==> src/rtl/siso_word_receiver.sv <==
// rtl/siso_word_receiver.sv - serial-to-parallel word receiver with one-entry valid/ready holding register
`timescale 1ns/1ps
module siso_word_receiver #(
    parameter int WIDTH     = 8,
    parameter bit MSB_FIRST = 1'b1
) (
    input  logic                       clk,
    input  logic                       reset,
    input  logic                       d_in,
    input  logic                       d_valid,
    input  logic                       sync,
    input  logic                       par_ready,
    input  logic                       clear_ovr,
    output logic [WIDTH-1:0]           par_out,
    output logic                       par_valid,
    output logic                       overrun,
    output logic [$clog2(WIDTH+1)-1:0] bit_cnt
);
    localparam int CW = $clog2(WIDTH + 1);

    logic [WIDTH-1:0] sr;
    logic [WIDTH-1:0] sr_nxt;
    logic [WIDTH-1:0] shifted;
    logic [WIDTH-1:0] first_bit;
    logic [CW-1:0]    cnt_nxt;
    logic             last;
    logic             complete;
    logic             accept;
    logic             drop;

    always_comb begin
        shifted   = MSB_FIRST ? {sr[WIDTH-2:0], d_in} : {d_in, sr[WIDTH-1:1]};
        first_bit = MSB_FIRST ? {{(WIDTH-1){1'b0}}, d_in} : {d_in, {(WIDTH-1){1'b0}}};
        last      = (bit_cnt == CW'(WIDTH - 1));
        // sync overrides completion: a realigned bit always starts a new word
        complete  = d_valid && !sync && last;
        accept    = !par_valid || par_ready;
        drop      = complete && !accept;
        sr_nxt    = sr;
        cnt_nxt   = bit_cnt;
        if (sync) begin
            sr_nxt  = d_valid ? first_bit : '0;
            cnt_nxt = d_valid ? CW'(1) : '0;
        end else if (d_valid) begin
            sr_nxt  = shifted;
            cnt_nxt = last ? '0 : bit_cnt + CW'(1);
        end
    end

    always_ff @(posedge clk or negedge reset) begin
        if (!reset) begin
            sr        <= '0;
            bit_cnt   <= '0;
            par_out   <= '0;
            par_valid <= 1'b0;
            overrun   <= 1'b0;
        end else begin
            sr      <= sr_nxt;
            bit_cnt <= cnt_nxt;
            if (complete && accept) begin
                par_out   <= shifted;
                par_valid <= 1'b1;
            end else if (par_valid && par_ready) begin
                par_valid <= 1'b0;
            end
            // a drop on the same edge as clear_ovr keeps the flag set
            if (drop) begin
                overrun <= 1'b1;
            end else if (clear_ovr) begin
                overrun <= 1'b0;
            end
        end
    end
endmodule

==> config.mk <==
export PLATFORM = sky130hd
export DESIGN_NAME = siso_word_receiver
export DESIGN_NICKNAME = d
export VERILOG_FILES = /design/src/rtl/siso_word_receiver.sv
export SDC_FILE = /design/constraint.sdc
export NUM_CORES = 1
export LEC_CHECK = 0
export ABC_AREA = 1
export CAP_MARGIN = 20
export CORE_MARGIN = 5
export CORE_UTILIZATION = 48
export DETAILED_ROUTE_END_ITERATION = 16
export GPL_TIMING_DRIVEN = 0
export MAX_ROUTING_LAYER = met4
export PLACE_DENSITY = 0.77
export SETUP_SLACK_MARGIN = 0.4
export SLEW_MARGIN = 10
export SYNTH_ARGS = -nofsm -noshare
export SYNTH_HDL_FRONTEND = slang
export SYNTH_SLANG_ARGS = --single-unit
==> constraint.sdc <==
create_clock -name clk -period 1.45 [get_ports clk]
set_input_delay 0.29 -clock clk [delete_from_list [all_inputs] [get_ports clk]]
set_output_delay 0.29 -clock clk [all_outputs]
set_load 0.005 [all_outputs]
* Word level (Yosys, flattened, before mapping)
Cells that the tools add are included.
** Operators by class
- Add/subtract/negate cells :: 1
- Equal/unequal tests :: 1
- Mux-type cells :: 11
- Reductions and logical operators :: 12
** Operators with widths (number)
- $mux 7 :: 2
- $mux 4 :: 3
- $mux 1 :: 6
- $reduce_bool 2->1 :: 3
- $logic_and 1x1->1 :: 5
- $add 4x1->4 const B :: 1
- $eq 4x3->1 const B :: 1
- $logic_not 1->1 :: 3
- $logic_or 1x1->1 :: 1
** Storage, ports and cells
- Register bits :: 21
- Bits of input ports :: 7

* Longest topological paths before layout
- Word-level depth :: 5
- Gate-level depth with buffers :: 7
- Gate-level depth less buffers :: 6

* Worst setup path after synthesis
OpenSTA, ideal clock, no wires.
- Kind :: reg-to-reg
- Start :: register bit_cnt[0]
- End :: register bit_cnt[0]
- Library setup time :: 0.119 ns
- Arrival :: 1.050 ns
- Path slack :: 0.281 ns
- Stages on the path, launching flop included :: 8
- Clock period less this slack :: 1.169 ns
- Cells stage by stage :: dfrtp_1 -> ha_1 -> nand2_2 -> nor2_4 -> buf_6 -> nand2_4 -> o21ai_2 -> nor2_1
** Between the ends
- Word-level cells in the longest chain between the ends :: 4
- Elaborated cells between the ends (all ways) :: 5
- Classes of those cells :: add/sub (1); eq/ne (1); mux (3)
** Ends and longest elaborated chain
- start: declaration :: RTL line 17 : output logic [$clog2(WIDTH+1)-1:0] bit_cnt
- start signal: assignment :: RTL line 59 : bit_cnt <= cnt_nxt;
- $add 4x1->4 or $eq 4x3->1 (tied branches) :: RTL line 46, 34
- $mux 4 (*) :: RTL line 46 : cnt_nxt = last ? '0 : bit_cnt + CW'(1);
- $mux 4 (*) :: RTL line 44 : end else if (d_valid) begin
- $mux 4 (*) :: RTL line 41 : if (sync) begin
Every way passes the cells marked *; elsewhere a longest branch is shown, timed or not. The select of a mux whose other input is x is not followed.
A chain may end at the register's enable or synchronous reset.

* Final worst setup path
- Start :: register bit_cnt[1]
- End :: register bit_cnt[0]
** Between the ends
- Word-level cells in the longest chain between the ends :: 4
** Ends and longest elaborated chain
- $eq 4x3->1 :: RTL line 34 : last = (bit_cnt == CW'(WIDTH - 1));
- $mux 4 :: RTL line 46
- $mux 4 :: RTL line 44
- $mux 4 :: RTL line 41
No other way between the ends. The select of a mux whose other input is x is not followed.

==> results.cfg <==
[floorplanning]
die_area_um2 = 2930
io-pin-count = 21
num_rows = 16
die_w_um = 54.1
start_util = 0.491
core-area_um2 = 1900
die_h_um = 54.1

[yosys]
syn_avg_cell_area_um2 = 9.64
syn_nets = 105
syn_inst = 97
yosysSeqAreaShare = 0.562
ys_ff_latch = 21
synth.area.top_cells = dfrtp_1 (56%), nand2_1 (12%), nand4_1 (6.0%)
yosysUniqueCellTypes = 21
yosysWarnings = 0
yosysTopAreaCellShare = 0.562
netlist.top_cell.by_area = dfrtp_1
netlist_area_um2 = 935

[clock_network]
cts_max_path_buffers = 2
clkLatencyLatePin_ps = 320
cts_tree = done
holdBufCountCts = 0
htree_levels = 1
clock_sinks = 21
clk_pin_slew_worst_paths_ps = 120
numCtsBuffers = 3
root_buffer = clkbuf_4

[cells_and_area]
syn_to_final_growth_pct = 39.8
regArea_um2 = 528
drive_gt1_frac = 0.423
n_antenna_cell = 0
layout_common_cells = nand2_1 (25), dfrtp_1 (19), buf_2 (14)
nets = 146
fillers = 153
final_common_cell = nand2_1
multiInputGateArea_um2 = 382

[critical_path]
worstPathMaxFanout = 5
crit_type = reg2reg
crit_path_end_kind = flip-flop
path_buf_inv = 2
worst_ep_arrival_time_ps = 1490
crit_required_ps = 1670
slowest_delay_ps = 380
cpMaxStageDelayCell = dfrtp_1
cp-start-kind = flip-flop
cp_cell_sequence = buf_6, ha_4, nand2_4, nor2_4, buf_6, nand2_4, o21ai_2, nor2_1
path_delay_family = flip-flops

[power]
power.switching_uw = 278
intPower_uw = 784
vdd_drop_max_mv = 0.569
p_leak_nw = 0.717
pwr-share-seq = 0.574
p_per_area_nw_per_um2 = 813
p_sw_frac = 0.262
clockPowerShare = 0.276
pwr-share-comb = 0.149
finalPower_mw = 1.06

[grt]
antenna_found_initial = 0
overflow = 0
grt_pass1_wl_um = 3350
grt_start_max_net_pins = 22
grt_pass1_vias = 745
grt_usage = 0.169

[sta]
post-route-min-period_ps = 1270
setup_slack_ps = 182
tns_ps = 0
finalHoldWorstSlack_ps = 197
skew_ps = 3.41
clock.fmax_mhz = 788
finalMaxSlewViolations = 0
worstMarginPinSlew_ps = 914
rsz0062_at_grt = yes
finalSetupViolCount = 0
final-hold-violation-count = 0
max-slew-margin-rel = 0.391
final.period_utilization = 0.875

[placed_design]
gp_congestion = 0.726
hpwlAfterDp_um = 1350
pre_cts_slack_ps = -98.5
port_buffers = 20

[outcome]
outcome = finished clean

[min_path]
hp-class = in2async

[routing]
wl_um = 2100
dr_total_vias = 794
wl_per_cell_um = 12.8
dr.pass1.iters = 4
via_per_inst = 4.84
post-route-drc-count = 0
drtAntennaViolNets = 0
initialDrtViolationCount = 6

[flow_run]
maxCapViolations = 0
-- repair_timing --
item / CTS / global route
pin swaps: 4 / 8
resized for setup: 65 / 9
endpoints found under the setup margin: 56 / 29
cloned: 1 / 0
setup buffers: 9 / 6
-- registers in the layout, indices dropped and copies added, names as in the netlist --
signal	count
par_valid	1
sr	7
overrun	1
par_out	8
bit_cnt	4
-- path summary, 6_finish.rpt --
kind	from	depth (start not counted)	endpoint	slack [ps]
max	bit_cnt[1]	8	bit_cnt[0]	180
min in group clk	d_valid	3	sr[0]	440
min reg2reg	par_out[7]	2	par_out[7]	490
min	reset	1	par_out[5]	200
max reg2reg	bit_cnt[1]	8	bit_cnt[0]	180
max in group asynchronous	reset	1	bit_cnt[2]	630
-- worst reg2reg max path, delay by kind of cell, from the launching register on --
kind,cells,cell delay [ps]
compound gates,1,50
fa+ha+maj,1,140
buf+inv,2,260
flops,1,380
simple gates,4,320
-- layout make-up --
| cell class | instances | area share |
|---|---|---|
| buffer | 3 | 0.0259 |
| timing repair buffer | 36 | 0.193 |
| clock inverter | 1 | 0.00383 |
| multi-input combinational | 60 | 0.292 |
| clock buffer | 3 | 0.0172 |
| inverter | 13 | 0.0374 |
| tap | 27 | 0.0259 |
| sequential | 21 | 0.404 |
-- kinds of logic (layout without fill, tap and decap cells) --
logic type / after synthesis / after routing / synth area share
buffers and inverters: 16 / 56 / 0.0884
flip-flops: 21 / 21 / 0.562
adder cells (fa/ha/maj): 1 / 1 / 0.0134
AO/OA/AOI/OAI: 11 / 11 / 0.0776
AND/OR/NAND/NOR: 47 / 47 / 0.249
XOR/XNOR: 1 / 1 / 0.00937
-- power groups by stage --
stage | Combinational (mW) | Sequential (mW) | Clock (mW)
after floorplan | 0.0471 | 0.626 | 0
after global placement | 0.105 | 0.626 | 0
after detailed placement | 0.108 | 0.629 | 0
after CTS | 0.146 | 0.610 | 0.295
after global routing | 0.173 | 0.613 | 0.324
final | 0.159 | 0.610 | 0.293
-- metal layers --
| layer | GRT usage | wire [um] | vias up |
|---|---|---|---|
| li1 | - | - | 406 |
| met1 | 0.200 | 974 | 358 |
| met2 | 0.265 | 967 | 25 |
| met3 | 0.0416 | 105 | 5 |
| met4 | 0.0871 | 52 | 0 |
| met5 | - | 0 | - |
-- Yosys cell counts --
master and number:
nand2_1 29, dfrtp_1 21, inv_1 10, nand4_1 9, o22ai_1 5, inv_2 3
o21ai_0 3, nand2_4 2, nand3_1 2, nor2_1 2, a21oi_1 1, buf_6 1
buf_8 1, clkbuf_4 1, ha_1 1, nand2_2 1, nand3_2 1, nor2_4 1
o21ai_2 1, o22ai_2 1, xnor2_1 1
-- through the flow --
step | util | cell area, um^2 | instances
5_1_grt | 0.687 | 1310 | 164
2_1_floorplan | - | 937 | 97
3_3_place_gp | 0.616 | 1170 | 144
3_5_place_dp | 0.616 | 1170 | 144
4_1_cts | 0.651 | 1240 | 158
6_report | 0.687 | 1310 | 164
Power figures use the tool's default switching activity.
